==> src/rtl/rf_dump_pkg.sv <==
// rf_dump_pkg: shared types and constants for the register-file UART dump.
//   state_e           : serializer/dump phase encoding (IDLE, READ, START, DATA, STOP)
//   seq_e             : word-sequencer phases owned by the top level
//   DEF_CLK_DIV       : default clocks per UART bit (50 MHz / 115200)
//   BYTES_PER_WORD    : bytes per default-width register word
//   UART_FRAME_BITS   : start + 8 data + stop
//   bytes_per_word()  : bytes per word for an arbitrary data width
package rf_dump_pkg;

   localparam int unsigned DEF_CLK_DIV     = 434;
   localparam int unsigned BYTES_PER_WORD  = 4;
   localparam int unsigned DEF_WIDTH       = 8 * BYTES_PER_WORD;
   localparam int unsigned UART_FRAME_BITS = 10;

   typedef enum logic [2:0] {
      ST_IDLE  = 3'd0,
      ST_READ  = 3'd1,
      ST_START = 3'd2,
      ST_DATA  = 3'd3,
      ST_STOP  = 3'd4
   } state_e;

   // Top-level view: IDLE, one READ cycle, then SEND while the serializer is busy
   typedef enum logic [1:0] {
      SQ_IDLE = 2'd0,
      SQ_READ = 2'd1,
      SQ_SEND = 2'd2
   } seq_e;

   function automatic int unsigned bytes_per_word(input int unsigned w);
      return w / 8;
   endfunction

endpackage

==> src/rtl/rf_dump_tx_uart_tx_byte.sv <==
// uart_tx_byte: 8N1 byte serializer with a valid/ready byte input.
//   clk   : system clock
//   reset : asynchronous active-low reset
//   valid : byte offered on data
//   data  : byte to transmit, LSB first
//   ready : registered; high in the cycle a new byte can be accepted
//           (idle, or the final cycle of a stop bit, so frames run back-to-back)
//   txd   : registered UART line, idles high
module uart_tx_byte
   import rf_dump_pkg::*;
#(
   parameter int unsigned CLK_DIV = DEF_CLK_DIV
) (
   input  logic       clk,
   input  logic       reset,
   input  logic       valid,
   input  logic [7:0] data,
   output logic       ready,
   output logic       txd
);

   localparam int unsigned TW        = $clog2(CLK_DIV);
   localparam logic [TW-1:0] LAST_TICK = TW'(CLK_DIV - 1);
   localparam logic [2:0]    LAST_BIT  = 3'(UART_FRAME_BITS - 3);

   state_e        state_q, state_d;
   logic [TW-1:0] tick_q, tick_d;
   logic [2:0]    bit_q, bit_d;
   logic [7:0]    sh_q, sh_d;
   logic          txd_q, txd_d;
   logic          ready_q, ready_d;
   logic          last_tick_c;
   logic          accept_c;

   // State register
   always_ff @(posedge clk or negedge reset) begin
      if (!reset) begin
         state_q <= ST_IDLE;
         tick_q  <= '0;
         bit_q   <= '0;
         sh_q    <= '0;
         txd_q   <= 1'b1;
         ready_q <= 1'b1;
      end else begin
         state_q <= state_d;
         tick_q  <= tick_d;
         bit_q   <= bit_d;
         sh_q    <= sh_d;
         txd_q   <= txd_d;
         ready_q <= ready_d;
      end
   end

   // Frame sequencing; the bit timer restarts at 0 on every state entry
   always_comb begin
      state_d     = state_q;
      tick_d      = tick_q + TW'(1);
      bit_d       = bit_q;
      sh_d        = sh_q;
      txd_d       = txd_q;
      last_tick_c = (tick_q == LAST_TICK);
      accept_c    = valid && ready_q;

      case (state_q)
         ST_IDLE: begin
            tick_d = '0;
            txd_d  = 1'b1;
            if (accept_c) begin
               sh_d    = data;
               state_d = ST_START;
               txd_d   = 1'b0;
            end
         end
         ST_START: begin
            if (last_tick_c) begin
               tick_d  = '0;
               bit_d   = '0;
               state_d = ST_DATA;
               txd_d   = sh_q[0];
            end
         end
         ST_DATA: begin
            if (last_tick_c) begin
               tick_d = '0;
               if (bit_q == LAST_BIT) begin
                  state_d = ST_STOP;
                  txd_d   = 1'b1;
               end else begin
                  bit_d = bit_q + 3'd1;
                  sh_d  = {1'b0, sh_q[7:1]};
                  txd_d = sh_q[1];
               end
            end
         end
         ST_STOP: begin
            if (last_tick_c) begin
               tick_d = '0;
               if (accept_c) begin
                  sh_d    = data;
                  state_d = ST_START;
                  txd_d   = 1'b0;
               end else begin
                  state_d = ST_IDLE;
                  txd_d   = 1'b1;
               end
            end
         end
         default: begin
            tick_d  = '0;
            state_d = ST_IDLE;
            txd_d   = 1'b1;
         end
      endcase

      // ready is registered, so derive it from where the frame will be next cycle
      ready_d = (state_d == ST_IDLE) || ((state_d == ST_STOP) && (tick_d == LAST_TICK));
   end

   assign ready = ready_q;
   assign txd   = txd_q;

endmodule

==> src/rtl/rf_dump_tx.sv <==
// rf_dump_tx: walks register indices 0..num-1 on a start pulse, snapshots each
// word and sends it MSB byte first as 8N1 UART frames on txd.
//   clk     : system clock
//   reset   : asynchronous active-low reset
//   start   : dump request, sampled only while idle
//   rd_addr : register index to the register-file read port (always idx)
//   rd_data : combinational read data for rd_addr
//   busy    : registered; high for the whole dump
//   done    : registered one-cycle pulse after the last stop bit
//   txd     : registered UART line, idles high
module rf_dump_tx
   import rf_dump_pkg::*;
#(
   parameter int unsigned width     = DEF_WIDTH,
   parameter int unsigned AddrWidth = 5,
   parameter int unsigned num       = 32,
   parameter int unsigned CLK_DIV   = DEF_CLK_DIV
) (
   input  logic                 clk,
   input  logic                 reset,
   input  logic                 start,
   output logic [AddrWidth-1:0] rd_addr,
   input  logic [width-1:0]     rd_data,
   output logic                 busy,
   output logic                 done,
   output logic                 txd
);

   localparam int unsigned BPW = bytes_per_word(width);
   localparam int unsigned BCW = (BPW > 1) ? $clog2(BPW) : 1;
   localparam logic [AddrWidth-1:0] LAST_IDX  = AddrWidth'(num - 1);
   localparam logic [BCW-1:0]       LAST_BYTE = BCW'(BPW - 1);

   seq_e                 state_q, state_d;
   logic [AddrWidth-1:0] idx_q, idx_d;
   logic [width-1:0]     word_q, word_d;
   logic [BCW-1:0]       bcnt_q, bcnt_d;
   logic                 busy_q, busy_d;
   logic                 done_q, done_d;

   logic [width-1:0]     sel_word_c;
   logic [width-1:0]     shifted_c;
   logic [BCW-1:0]       sel_k_c;
   logic                 tx_valid_c;
   logic [7:0]           tx_byte_c;
   logic                 tx_ready;

   // State register
   always_ff @(posedge clk or negedge reset) begin
      if (!reset) begin
         state_q <= SQ_IDLE;
         idx_q   <= '0;
         word_q  <= '0;
         bcnt_q  <= '0;
         busy_q  <= 1'b0;
         done_q  <= 1'b0;
      end else begin
         state_q <= state_d;
         idx_q   <= idx_d;
         word_q  <= word_d;
         bcnt_q  <= bcnt_d;
         busy_q  <= busy_d;
         done_q  <= done_d;
      end
   end

   // Word/byte sequencing; bcnt is the byte currently on the wire
   always_comb begin
      state_d    = state_q;
      idx_d      = idx_q;
      word_d     = word_q;
      bcnt_d     = bcnt_q;
      busy_d     = busy_q;
      done_d     = 1'b0;
      tx_valid_c = 1'b0;
      sel_word_c = word_q;
      sel_k_c    = bcnt_q + BCW'(1);

      case (state_q)
         SQ_IDLE: begin
            if (start) begin
               idx_d   = '0;
               busy_d  = 1'b1;
               state_d = SQ_READ;
            end
         end
         SQ_READ: begin
            // Byte 0 comes straight from rd_data so the first start bit follows READ
            word_d     = rd_data;
            bcnt_d     = '0;
            tx_valid_c = 1'b1;
            sel_word_c = rd_data;
            sel_k_c    = '0;
            state_d    = SQ_SEND;
         end
         SQ_SEND: begin
            if (bcnt_q != LAST_BYTE) begin
               tx_valid_c = 1'b1;
               if (tx_ready) begin
                  bcnt_d = bcnt_q + BCW'(1);
               end
            end else if (tx_ready) begin
               if (idx_q != LAST_IDX) begin
                  idx_d   = idx_q + AddrWidth'(1);
                  state_d = SQ_READ;
               end else begin
                  done_d  = 1'b1;
                  busy_d  = 1'b0;
                  state_d = SQ_IDLE;
               end
            end
         end
         default: begin
            busy_d  = 1'b0;
            state_d = SQ_IDLE;
         end
      endcase

      shifted_c = sel_word_c << (32'(sel_k_c) * 32'd8);
      tx_byte_c = shifted_c[width-1 -: 8];
   end

   uart_tx_byte #(
      .CLK_DIV (CLK_DIV)
   ) u_tx (
      .clk   (clk),
      .reset (reset),
      .valid (tx_valid_c),
      .data  (tx_byte_c),
      .ready (tx_ready),
      .txd   (txd)
   );

   assign rd_addr = idx_q;
   assign busy    = busy_q;
   assign done    = done_q;

endmodule

==> config.mk <==
export PLATFORM = sky130hd
export DESIGN_NAME = rf_dump_tx
export DESIGN_NICKNAME = d
export VERILOG_FILES = /design/src/rtl/rf_dump_pkg.sv /design/src/rtl/rf_dump_tx_uart_tx_byte.sv /design/src/rtl/rf_dump_tx.sv
export SDC_FILE = /design/constraint.sdc
export NUM_CORES = 1
export LEC_CHECK = 0
export CORE_MARGIN = 1.5
export CORE_UTILIZATION = 60
export CTS_CLUSTER_SIZE = 12
export DETAILED_ROUTE_END_ITERATION = 16
export GPL_TIMING_DRIVEN = 0
export PLACE_DENSITY = 0.86
export SLEW_MARGIN = 25
export SYNTH_ARGS = -nofsm -noshare
export SYNTH_HDL_FRONTEND = slang
export SYNTH_HIERARCHICAL = 1
export SYNTH_SLANG_ARGS = --single-unit
==> constraint.sdc <==
create_clock -name clk -period 6.2 [get_ports clk]
set_input_delay 1.24 -clock clk [delete_from_list [all_inputs] [get_ports clk]]
set_output_delay 1.24 -clock clk [all_outputs]
set_load 0.05 [all_outputs]
==> summary.txt <==
Status
  • Status: finished clean

Synth
  • Synthesis warning total: 6
  • EDFF count, synth: 0
  • Average size of a mapped cell: 11.7 um2
  • Mapped cell area: 0.00352 mm2
  • Synth cell types: 59
  • Register area share after synthesis: 48.4%
  • Syn_nets: 348
  • Post-synthesis cell count: 302
  • Seq cells post-synth: 68
  • Async SR Flop Fraction: 100%
  • Post-synth top flop: dfrtp_1

Floorplan
  • Rows: 27
  • IO Pins: 43
  • Die footprint: 0.00633 mm2
  • Die Height: 79.6 um
  • Core box area: 0.00557 mm2
  • Die X: 79.6 um
  • Starting Density: 63.1%

Clock network
  • # clock sinks: 68
  • Clk pin slew, worst setup/hold paths: 70 ps
  • TritonCTS Buffers: 9
  • CTS root buffer: clkbuf_8
  • Htree depth: 3
  • Post-CTS Setup Inserts: 0
  • Post-CTS Resized: 0
  • Hold buffer count at CTS: 0
  • Clk_lat worst skew: 340 ps
  • CTS tree: built
  • Clk buf depth: 2

Global routing
  • First-pass GRT wire length: 11800 um
  • Initial antenna violation count: 0
  • Pin count of the biggest net entering global routing: 44
  • Vias in the first global route: 2548
  • Total global routing overflow: 0
  • GRT Util Overall: 24.8%

Power and ir drop
  • Max VDD drop: 0.000170 V
  • Pwr Total: 0.899 mW
  • Cell area power density: 211 mW/mm2
  • Leakage: 1.90 nW

Job
  • Max Cap Viol: 0

Detailed routing
  • Vias per inst: 5.75
  • Via count: 2490
  • Drt pass-1 iters: 4
  • Number of DRC markers in iteration 0: 146
  • Routed len/inst: 16.1 um
  • DRT antenna net count: 0
  • Remaining routing DRC violations: 0
  • Routed Wire Length: 6970 um

Placed design
  • Placed insts: 417
  • IO Port Bufs: 42
  • Post-DP HPWL: 4900 um
  • Dpl cell area: 0.00405 mm2
  • RD Place Congestion: 0.775

Critical path
  • Worst path top cell family by delay: buffers and inverters
  • R2R setup slack: 3830 ps
  • CP max stage delay: 790 ps
  • Max FO, Critical Path: 2
  • CP endpoint kind: primary output
  • Worst EP required: 4960 ps
  • Worst path bufs/invs: 1
  • Crit start category: flop
  • Worst path slowest cell: clkdlybuf4s50_1
  • Crit Path Class: reg2out
  • Arrival time worst endpoint: 1650 ps
  • Crit-path cells: clkdlybuf4s50_1

Timing
  • Total negative setup slack: 0 ps
  • Period Utilization, post-route: 46.7%
  • Worst-Margin Slew: 492 ps
  • Max Slew Vio Count: 0
  • Final Setup Violations: 0
  • Hold Fails Final Rpt: 0
  • Fmax: 346 MHz
  • Hold slack final: 500 ps
  • RSZ-0062 raised after global routing: false
  • Fin crit period: 2890 ps
  • Clock skew: 13.9 ps
  • Slew HR: 67.1%

Finish
  • Final instance area: 0.00426 mm2
  • Finished Layout Cells: 433
  • Share of layout cells above drive strength 1: 24.9%
  • Synthesis-to-finish area growth: 21.0%
  • Ant diodes: 0
  • # nets final: 402

Worst hold path
  • Worst Hold Class: reg2reg
report_power, final:
group	internal, mW	switching, mW	total (mW)
Clock	0.208	0.173	0.381
Sequential	0.457	0.00704	0.464
Combinational	0.0350	0.0191	0.0541
sequential cells by signal (all words and copies together) (netlist names):
register,cells
word_q,32
u_tx/tick_q,9
u_tx/sh_q,8
rd_addr,5
u_tx/bit_q,3
u_tx/state_q,3
bcnt_q,2
state_q,2
busy,1
done,1
u_tx/ready,1
u_tx/txd,1
cells in the mapped netlist, drive strengths merged (3+ instances only):
master | count | share of area [%]
nand3 | 7 | 1.1
a21oi | 9 | 1.5
o21ai | 28 | 4.0
xnor2 | 3 | 0.75
and3 | 3 | 0.53
nor2 | 13 | 1.7
xor2 | 3 | 0.75
inv | 26 | 2.8
clkbuf | 3 | 0.60
mux2i | 4 | 1.1
ha | 11 | 3.9
mux2 | 42 | 13
nand2b | 3 | 0.53
mux4 | 8 | 5.1
buf | 9 | 1.5
or3 | 5 | 0.89
nand2 | 21 | 2.4
dfrtp | 66 | 47
nand4b | 3 | 0.75
worst paths after layout:
path	start	end	cells past startpoint
max	u_tx/txd	txd	1
min	busy	busy	1
max reg2reg	state_q[0]	u_tx/sh_q[1]	9
min reg2reg	busy	busy	1
max in group asynchronous	reset	u_tx/txd	2
min in group asynchronous	reset	word_q[20]	1
worst register-to-register path, stage by stage, from the launching register on:
cell and delay, ps:
dfrtp_1 390, inv_1 90, ha_1 270, buf_2 200, and2b_1 170, o21a_1 170
nand3_1 90, o21ai_1 80, a21oi_2 400, mux2_2 400
logic make-up (layout without fill, tap and decap cells):
family | after synthesis | count (layout) | synth area share [%]
adder cells (fa/ha/maj) | 11 | 11 | 3.91
AND/OR/NAND/NOR | 72 | 72 | 12.2
AO/OA/AOI/OAI | 53 | 53 | 9.39
flip-flops | 68 | 68 | 48.4
multiplexers | 54 | 54 | 19.7
buffers and inverters | 38 | 97 | 4.91
XOR/XNOR | 6 | 6 | 1.49
final cells by class:
cell class | count | area, um2
plain buffers | 12 | 75.1
clock buffers | 11 | 151
clock inverters | 5 | 60.1
fillers | 345 | 1320
inverters | 26 | 97.6
multi-input cells | 196 | 1640
flip-flops and latches | 68 | 1700
well taps | 72 | 90.1
repair buffers | 43 | 438
metrics by stage:
stage	worst slack, ps	util (%)
floorplan	3990	-
global placement	1680	72.3
detailed placement	3460	72.6
CTS	3290	76.4
global route	3260	76.4
finish	3310	76.4
cells in the final DEF (no fill, tap or decap), types with 2 or more instances in the layout:
cell type,netlist,layout
a21oi_1,7,7
a21oi_2,2,2
a22oi_1,2,2
and3_1,3,3
buf_2,7,7
buf_4,1,2
clkbuf_1,2,2
clkbuf_8,1,12
clkdlybuf4s50_1,0,41
clkinv_4,0,2
dfrtp_1,66,66
dfstp_2,2,2
ha_1,11,11
inv_1,26,26
mux2_1,3,3
mux2_2,39,39
mux2i_1,4,4
mux4_2,8,8
nand2_1,19,19
nand2_2,2,2
nand2b_1,3,3
nand3_1,6,6
nand3b_1,2,2
nand4_1,2,2
nand4b_1,3,3
nor2_1,11,11
o21ai_0,21,21
o21ai_1,7,7
o22ai_1,2,2
or3_1,5,5
xnor2_1,3,3
xor2_1,3,3
metal layers:
metal / wire length [um] / part of all wire, % / global-route usage, %
met5: 0 / 0 / 0
met2: 3450 / 50 / 42.2
met4: 99 / 1.4 / 9.82
met3: 273 / 3.9 / 5.94
met1: 3140 / 45 / 30.2
Note: power is estimated with default switching activity, not from simulation.
